## config.mk

```make
export PLATFORM = sky130hd
export DESIGN_NAME = zero_count_window_stats
export DESIGN_NICKNAME = d
export VERILOG_FILES = /design/src/rtl/zcws_pkg.sv /design/src/rtl/zcws_win_ctr.sv /design/src/rtl/zero_count_window_stats.sv
export SDC_FILE = /design/constraint.sdc
export NUM_CORES = 1
export LEC_CHECK = 0
export BUFFER_PORTS_ARGS = -buffer_cell sky130_fd_sc_hd__buf_4
export CAP_MARGIN = 20
export CORE_AREA = 2 2 67 69
export DETAILED_ROUTE_END_ITERATION = 6
export DIE_AREA = 0 0 69 71
export GPL_TIMING_DRIVEN = 0
export PLACE_DENSITY = 0.83
export SYNTH_ARGS = -nofsm -noshare
export SYNTH_HDL_FRONTEND = slang
export SYNTH_SLANG_ARGS = --single-unit
export TNS_END_PERCENT = 50
```

## constraint.sdc

```tcl
create_clock -name clk -period 6.5 [get_ports clk]
set_clock_uncertainty 0.15 [all_clocks]
set_input_delay 0.975 -clock clk [delete_from_list [all_inputs] [get_ports clk]]
set_output_delay 0.975 -clock clk [all_outputs]
set_load 0.05 [all_outputs]
```

## src/rtl/zcws_pkg.sv

```systemverilog
// zcws_pkg: shared types and helpers for zero_count_window_stats.
//   zcws_state_t      : window FSM state (ACCUM collects counts, HOLD presents a result)
//   ZCWS_MIN_INIT_BIT : fill bit for the running minimum at window start (all-ones)
//   zcws_clog2()      : ceiling log2 for elaboration-time width derivation
package zcws_pkg;

  typedef enum logic [0:0] {
    ACCUM = 1'b0,
    HOLD  = 1'b1
  } zcws_state_t;

  localparam bit ZCWS_MIN_INIT_BIT = 1'b1;

  function automatic int unsigned zcws_clog2(input int unsigned value);
    int unsigned r;
    r = 0;
    for (int unsigned i = 0; i < 32; i++) begin
      if ((32'd1 << i) < value) r = i + 1;
    end
    return r;
  endfunction

endpackage

```

## src/rtl/zcws_win_ctr.sv

```systemverilog
// zcws_win_ctr: position-in-window counter for zero_count_window_stats.
//   clk   : rising-edge clock
//   clear : synchronous clear to index 0
//   inc   : advance by one (wraps from WIN-1 to 0)
//   idx   : current index within the window
//   last  : idx == WIN-1 (the next accepted count completes the window)
module zcws_win_ctr
  import zcws_pkg::*;
#(
  parameter int unsigned WIN = 16,
  parameter int unsigned IW  = zcws_clog2(WIN)
) (
  input  logic          clk,
  input  logic          clear,
  input  logic          inc,
  output logic [IW-1:0] idx,
  output logic          last
);

  localparam logic [IW-1:0] LAST_IDX = IW'(WIN - 1);

  assign last = (idx == LAST_IDX);

  always_ff @(posedge clk) begin
    if (clear) begin
      idx <= '0;
    end else if (inc) begin
      idx <= last ? '0 : idx + 1'b1;
    end
  end

endmodule

```

## src/rtl/zero_count_window_stats.sv

```systemverilog
// zero_count_window_stats: collects WIN zero-count values per window and
// publishes sum / max / min plus a threshold alarm under valid/ready.
//   clk, rst          : rising-edge clock, synchronous active-high reset
//   cnt_in/cnt_valid/cnt_ready : incoming count handshake
//   thresh            : alarm threshold, sampled on the publishing cycle
//   win_sum/win_max/win_min    : published window statistics
//   win_valid/win_ready        : result handshake (held until consumed)
//   alarm             : win_sum > thresh for the published window
// Build option: ZCWS_STICKY_ALARM_EN makes alarm sticky (cleared only by rst);
// otherwise alarm clears when the result is consumed.
module zero_count_window_stats
  import zcws_pkg::*;
#(
  parameter int N   = 8,
  parameter int CW  = N - 4,
  parameter int WIN = 16,
  parameter int SW  = CW + int'(zcws_clog2(WIN))
) (
  input  logic          clk,
  input  logic          rst,
  input  logic [CW-1:0] cnt_in,
  input  logic          cnt_valid,
  output logic          cnt_ready,
  input  logic [SW-1:0] thresh,
  output logic [SW-1:0] win_sum,
  output logic [CW-1:0] win_max,
  output logic [CW-1:0] win_min,
  output logic          win_valid,
  input  logic          win_ready,
  output logic          alarm
);

  localparam int unsigned IW = zcws_clog2(WIN);
  localparam logic [CW-1:0] MIN_INIT = {CW{ZCWS_MIN_INIT_BIT}};

  zcws_state_t   state;
  logic [SW-1:0] acc;
  logic [CW-1:0] run_max;
  logic [CW-1:0] run_min;
  logic [IW-1:0] idx;
  logic          last;

  logic          accept;
  logic          publish;
  logic          consume;
  logic [SW-1:0] sum_next;
  logic [CW-1:0] max_next;
  logic [CW-1:0] min_next;
  logic          hit;

  // In HOLD the input side is gated by the consumer so a count arriving on
  // the consume cycle lands in the fresh window instead of being dropped.
  assign cnt_ready = (state == ACCUM) ? 1'b1 : win_ready;
  assign accept    = cnt_valid & cnt_ready;
  assign publish   = accept & last & (state == ACCUM);
  assign consume   = (state == HOLD) & win_ready;

  zcws_win_ctr #(
    .WIN (WIN),
    .IW  (IW)
  ) u_win_ctr (
    .clk   (clk),
    .clear (rst),
    .inc   (accept),
    .idx   (idx),
    .last  (last)
  );

  always_comb begin
    sum_next = acc + {{(SW - CW){1'b0}}, cnt_in};
    max_next = (cnt_in > run_max) ? cnt_in : run_max;
    min_next = (cnt_in < run_min) ? cnt_in : run_min;
    hit      = (sum_next > thresh);
  end

  always_ff @(posedge clk) begin
    if (rst) begin
      state     <= ACCUM;
      acc       <= '0;
      run_max   <= '0;
      run_min   <= MIN_INIT;
      win_sum   <= '0;
      win_max   <= '0;
      win_min   <= '0;
      win_valid <= 1'b0;
      alarm     <= 1'b0;
    end else if (publish) begin
      win_sum   <= sum_next;
      win_max   <= max_next;
      win_min   <= min_next;
      win_valid <= 1'b1;
`ifdef ZCWS_STICKY_ALARM_EN
      alarm     <= alarm | hit;
`else
      alarm     <= hit;
`endif
      acc       <= '0;
      run_max   <= '0;
      run_min   <= MIN_INIT;
      state     <= HOLD;
    end else begin
      if (accept) begin
        acc     <= sum_next;
        run_max <= max_next;
        run_min <= min_next;
      end
      if (consume) begin
        win_valid <= 1'b0;
        state     <= ACCUM;
`ifndef ZCWS_STICKY_ALARM_EN
        alarm     <= 1'b0;
`endif
      end
    end
  end

endmodule

```

==> impl_metrics.json, run 1 <==
{
  "outcome": "finished, final reports clean",
  "setup_viol": 0,
  "endpoint_kind": "register",
  "gp_congestion": 0.805,
  "synth_xor_area_frac": 0.0197,
  "drtIter0Drc": 186,
  "cts_tree": "yes",
  "grt_max_degree": 12,
  "worstMarginPinSlew_ps": 578,
  "multi_input_area_sq_um": 1320,
  "cts-root-buf": "clkbuf_8",
  "cts_resized": 0,
  "dieArea_sq_um": 4900,
  "synthArstFlopShare": 0,
  "clk_latency_ps": 290,
  "ys.flop_type": "dfxtp_1",
  "start_kind": "input pin",
  "boundaryPins": 35,
  "n_antenna_cell": 0,
  "grt_pass1_vias": 1869,
  "power_switching_mw": 0.155,
  "avgSynthCellArea_sq_um": 8.42,
  "drv_slew": 0,
  "wl_per_cell_um": 14.5,
  "seqPwrFrac": 0.470,
  "vias_per_cell": 5.73,
  "max_stage_delay_ps": 410,
  "synth.top_cell.area_share": 0.342,
  "antenna_left": 0,
  "finalHoldViolations": 0,
  "pwr_density_cell_nw_per_um2": 200,
  "area_delta_synth_final_pct": 18.2,
  "synth_fp_nets": 301,
  "synth-simple-area-share": 0.190,
  "synth_edf_count": 0,
  "cts_buffers": 5,
  "synth-compound-area-share": 0.245,
  "syn_area_sq_um": 2220,
  "initial_core_util": 0.529,
  "fill_cells": 389,
  "firstDrtPassIters": 4,
  "crit_arrival_ps": 3340,
  "clk_pin_slew_ps": 70,
  "area.sequential_sq_um": 761,
  "antenna_found_initial": 0,
  "post-cts-setup-buffers": 0,
  "drv_cap": 0,
  "cp_slowest_cell": "fa_1",
  "rsz0062_at_grt": "false",
  "synth_area_leader_cell": "dfxtp_1",
  "synth.most_common_cell": "dfxtp_1",
  "num_rows": 24,
  "netSwitchingFraction": 0.294,
  "setup_tns_ps": 0,
  "hp-class": "reg2reg",
  "synth_area_leaders": "dfxtp_1 34%, ha_1 11%, nand2_1 5.7%, a21oi_1 4.3%, inv_1 3.5%",
  "yosys_warnings": 0,
  "fp.dieH_um": 71,
  "die_x_um": 69,
  "clock_path_buffers": 2,
  "p_int_mw": 0.371,
  "share_comb_of_total_power": 0.209,
  "ys_types": 50,
  "grt-ovfl-total": 0,
  "fin_crit_ps": 3320,
  "final_layout_size_suffix_gt1_frac": 0.193,
  "critPathKind": "in2reg",
  "p_leak_nw": 1.18,
  "drc": 0,
  "ys_ff_latch": 38,
  "synth.area.mux_share": 0.0180,
  "ys_seq_area_frac": 0.342,
  "grt_first_pass_wirelength_um": 8550,
  "synth_top_family_by_area": "compound AO/OA/AOI/OAI gates",
  "place.detailed.hpwl_um": 3900,
  "nets": 341,
  "h-tree-depth": 2,
  "crit_top_cell": "ha_1",
  "relSlewSlack": 0.615,
  "cts_sinks": 38,
  "path_cells": "buf_4, ha_1, fa_1, a21o_2, a21oi_2, or3_1, nand2_1, ha_1, nand4_1, o311ai_1, a31oi_1",
  "synthAdderAreaFrac": 0.122,
  "core_area_sq_um": 4200,
  "fin_util": 0.625,
  "clkPwrFrac": 0.321,
  "holdBufCountCts": 0,
  "synth_commonest_cells": "38 x dfxtp_1, 34 x nand2_1, 21 x inv_1",
  "crit_fanout": 7,
  "synth_cells": 264,
  "ir_worst_vdd_uv": 162,
  "cp.required_ps": 6520,
  "drt_wl_total_um": 5190,
  "track_usage": 0.218,
  "vias": 2044,
  "max_clock_freq_mhz": 301,
  "port_buffers": 33,
  "finalCritPeriodShare": 0.511
}
[state kept, by name (all words and copies together) (netlist names)]
| name | cells |
|---|---|
| u_win_ctr.idx | 4 |
| acc | 8 |
| win_max | 4 |
| run_min | 4 |
| state | 1 |
| win_min | 4 |
| alarm | 1 |
| run_max | 4 |
| win_sum | 8 |
[kinds of logic after synthesis]
logic type                 count (synthesis)
DFF                                       38
muxes                                      4
adders and majority gates                 21
AOI/OAI and AO/OA                         78
buffers and inverters                     31
and+or+nand+nor                           87
xor gates and xnor gates                   5
[power groups by stage]
| stage | Combinational [mW] | Clock [mW] | Sequential [mW] |
|---|---|---|---|
| after detailed placement | 0.108 | 0 | 0.253 |
| after global placement | 0.104 | 0 | 0.252 |
| after CTS | 0.109 | 0.171 | 0.247 |
| after global routing | 0.125 | 0.181 | 0.248 |
| after floorplan | 0.0794 | 0 | 0.251 |
| final | 0.110 | 0.169 | 0.247 |
[per-layer routing]
metal  global-route usage  routed length [um]
met4                0.105                 130
met1                0.282                2340
met5                    0                   0
met3               0.0328                 279
met2                0.358                2440
[layout by cell type, fill, tap and decap left out, drive strengths merged, types with 4 or more instances in the layout]
cell type / count
ha: 20
or3: 6
o21ai: 15
nand2: 35
nor2b: 4
xnor2: 4
dfxtp: 38
buf: 40
a21oi: 21
mux2i: 4
a2111oi: 4
a211oi: 12
a21o: 6
nand3: 5
inv: 21
clkbuf: 10
nor2: 20
a311oi: 4
[worst max-delay path, delay by kind of cell]
family | cells | cell delay (ps)
adders and majority gates | 3 | 960
buffers and inverters | 1 | 150
AOI/OAI and AO/OA | 4 | 870
and+or+nand+nor | 3 | 390
[metrics by stage]
| stage | hold slack (ps) | total power [mW] | cells | worst slack (ps) | instance area, sq um |
|---|---|---|---|---|---|
| after floorplan | 290 | 0.330 | 264 | 3260 | 2220 |
| after detailed placement | 301 | 0.361 | 349 | 2900 | 2530 |
| after global placement | 296 | 0.356 | 349 | 2910 | 2530 |
| after global routing | 335 | 0.554 | 357 | 3050 | 2630 |
| after CTS | 311 | 0.527 | 357 | 3210 | 2630 |
| final | 307 | 0.526 | 357 | 3180 | 2630 |
[layout make-up]
class / instances / share of cell area
timing repair buffer: 33 / 0.0943
sequential: 38 / 0.290
inverter: 21 / 0.0300
clock buffer: 7 / 0.0329
clock inverter: 1 / 0.00191
tap: 52 / 0.0248
multi-input combinational: 195 / 0.503
buffer: 10 / 0.0233
[final timing paths]
path                                start                       to  slack, ps  cells past startpoint
setup reg to reg      acc[0]$_SDFFE_PP0P_       alarm$_SDFFE_PP0P_       3700                     10
hold / removal    win_sum[3]$_SDFFE_PP0P_  win_sum[3]$_SDFFE_PP0P_        310                      2
hold reg to reg   win_sum[3]$_SDFFE_PP0P_  win_sum[3]$_SDFFE_PP0P_        310                      2
setup / recovery                cnt_in[0]       alarm$_SDFFE_PP0P_       3180                     11
(Power assumes the default switching activity.)
==> run 2, diff against run 1 <==
ABC_AREA = 1   (was unset)
CORE_AREA = 2 2 69 71   (was 2 2 67 69)
DIE_AREA = 0 0 71 73   (was 0 0 69 71)
PLACE_DENSITY = 0.82   (was 0.83)
clock period = 2.8 ns   (was 6.5 ns; I/O delays follow)
==> run 2 against run 1 <==
Net effect: utilization decreased by 4.6 points; combinational power increased by 140%; hold slack got worse by 120 ps; wire length decreased by 5.3%; sequential power increased by 130%; die area increased by 5.8%; clock-buffer cell count unchanged; sequential share of layout area about the same; largest power group unchanged.
==> impl_metrics.json, run 2 <==
{
  "outcome": "finished, final reports clean",
  "num_rows": 25,
  "initial_core_util": 0.487,
  "final_cell_mix": "110 x nand2_1, 47 x inv_1, 38 x dfxtp_1",
  "fp.dieH_um": 73,
  "drtIter0Drc": 124,
  "synth_edf_count": 0,
  "setup_tns_ps": 0,
  "crit_arrival_ps": 2620,
  "rsz0062_at_grt": "false",
  "ir_worst_vdd_uv": 226,
  "max_clock_freq_mhz": 388,
  "h-tree-depth": 2,
  "grt_util_met3": 0.0387,
  "clk_latency_ps": 290,
  "synthArstFlopShare": 0,
  "grt.busiest_layer": "met2",
  "synth_fp_nets": 358,
  "crit_fanout": 3,
  "ys_seq_area_frac": 0.344,
  "grt_pass1_vias": 1993,
  "reg.largest.list": "acc x8, win_sum x8",
  "synth_cells": 321,
  "clk_pin_slew_ps": 80,
  "grt_max_degree": 12,
  "boundaryPins": 35,
  "drv_cap": 0,
  "yosys_warnings": 0,
  "pwr_density_cell_nw_per_um2": 475,
  "synth_area_leader_cell": "dfxtp_1",
  "cts-root-buf": "clkbuf_8",
  "endpoint_kind": "register",
  "start_kind": "register",
  "drt_wl_total_um": 4910,
  "holdBufCountCts": 0,
  "finalCritPeriodShare": 0.920,
  "worstMarginPinSlew_ps": 417,
  "post-cts-setup-buffers": 0,
  "synth.most_common_cell": "nand2_1",
  "ys.flop_type": "dfxtp_1",
  "drc": 0,
  "place.detailed.hpwl_um": 3610,
  "synth_commonest_cells": "110 x nand2_1, 47 x inv_1, 38 x dfxtp_1",
  "cp.required_ps": 2840,
  "fill_cells": 441,
  "met1_usage": 0.240,
  "relSlewSlack": 0.722,
  "ys_types": 24,
  "vias_per_cell": 5.03,
  "drv_slew": 0,
  "clock_path_buffers": 2,
  "p_leak_nw": 1.43,
  "antenna_left": 0,
  "port_buffers": 34,
  "n_antenna_cell": 0,
  "grt-ovfl-total": 0,
  "antenna_found_initial": 0,
  "fin_crit_ps": 2580,
  "cts_buffers": 5,
  "avgSynthCellArea_sq_um": 6.88,
  "critPathKind": "reg2reg",
  "finalHoldViolations": 0,
  "dieArea_sq_um": 5180,
  "synth_area_leaders": "dfxtp_1 34%, nand2_1 19%, ha_1 11%, inv_1 8.0%, nand3_1 6.3%",
  "gp_congestion": 0.875,
  "cts_sinks": 38,
  "stdcell_area_sq_um": 2620,
  "firstDrtPassIters": 4,
  "grt_use_met2": 0.373,
  "syn_area_sq_um": 2210,
  "synth.top_cell.area_share": 0.344,
  "track_usage": 0.206,
  "final_layout_size_suffix_gt1_frac": 0.163,
  "area_delta_synth_final_pct": 18.8,
  "hp-class": "in2reg",
  "ys_ff_latch": 38,
  "nets": 399,
  "dp.cells": 409,
  "stdcell_count": 417,
  "postPlaceCellArea_sq_um": 2530,
  "core_area_sq_um": 4540,
  "cts_resized": 0,
  "vias": 2099,
  "grt_first_pass_wirelength_um": 8450,
  "die_x_um": 71,
  "cts_tree": "yes",
  "final_common_cell": "nand2_1",
  "wl_per_cell_um": 11.8,
  "setup_viol": 0
}
[run 2: changes by cell type after synthesis, moves of 5 or more]
cell      before  now
nand2_1       34  110
inv_1         21   47
nand3_1        5   28
a211oi_1      10    0
or3_1          6    0
a21o_1         5    0
o21ai_1        7    2
[run 2: logic make-up after synthesis]
logic type	after synthesis	synth area share
AO/OA/AOI/OAI	33	0.0782
XOR/XNOR	4	0.0159
adder cells (fa/ha/maj)	21	0.122
buffers and inverters	54	0.107
flip-flops	38	0.344
AND/OR/NAND/NOR	171	0.333
[run 2: critical path: stages (launching register included)]
cell     delay (ps)
dfxtp_1         320
ha_1            210
fa_1            440
nand3_1         120
nand2_1          90
xor2_1          240
inv_1            70
ha_1            270
nand2_1          40
nor2_1          140
nand2_1          70
nor2_1          120
nor2_1           60
nand2_1          70
a21oi_1          60
[run 2: metal layers]
| metal | vias to the layer above | part of all wire | wire length, um |
|---|---|---|---|
| li1 | 1090 | - | - |
| met1 | 960 | 0.42 | 2060 |
| met2 | 42 | 0.51 | 2490 |
| met3 | 7 | 0.059 | 290 |
| met4 | 0 | 0.015 | 72 |
| met5 | - | 0 | 0 |
[run 2: final timing paths]
check | startpoint | endpoint | slack [ps] | cells after the start
max | acc[0]$_SDFFE_PP0P_ | alarm$_SDFFE_PP0P_ | 220 | 14
min | rst | alarm$_SDFFE_PP0P_ | 190 | 2
max reg2reg | acc[0]$_SDFFE_PP0P_ | alarm$_SDFFE_PP0P_ | 220 | 14
min reg2reg | win_sum[1]$_SDFFE_PP0P_ | win_sum[1]$_SDFFE_PP0P_ | 300 | 2
[run 2: report_power, final]
part / switching, mW / leakage [nW] / internal [mW] / total (mW)
clock: 0.199 / 0.0482 / 0.199 / 0.398
sequential: 0.0162 / 0.310 / 0.562 / 0.579
combinational: 0.162 / 1.07 / 0.107 / 0.269
[run 2: layout make-up]
class	count	area [sq um]	area share
timing repair buffer	34	255	0.0973
multi-input combinational	229	1210	0.462
clock buffer	7	86.3	0.0329
clock inverter	1	5.00	0.00191
buffer	7	58.8	0.0224
inverter	47	176	0.0673
sequential	38	761	0.290
tap	54	67.6	0.0258
[run 2: through the flow]
step                      total power, mW  setup slack [ps]   util  hold slack, ps
after global routing                 1.31              56.6  0.578             181
after CTS                            1.24               245  0.578             185
after floorplan                     0.782               406      -             284
after global placement              0.842              14.9  0.558             281
final                                1.25               223  0.578             187
after detailed placement            0.853             -20.2  0.558             289
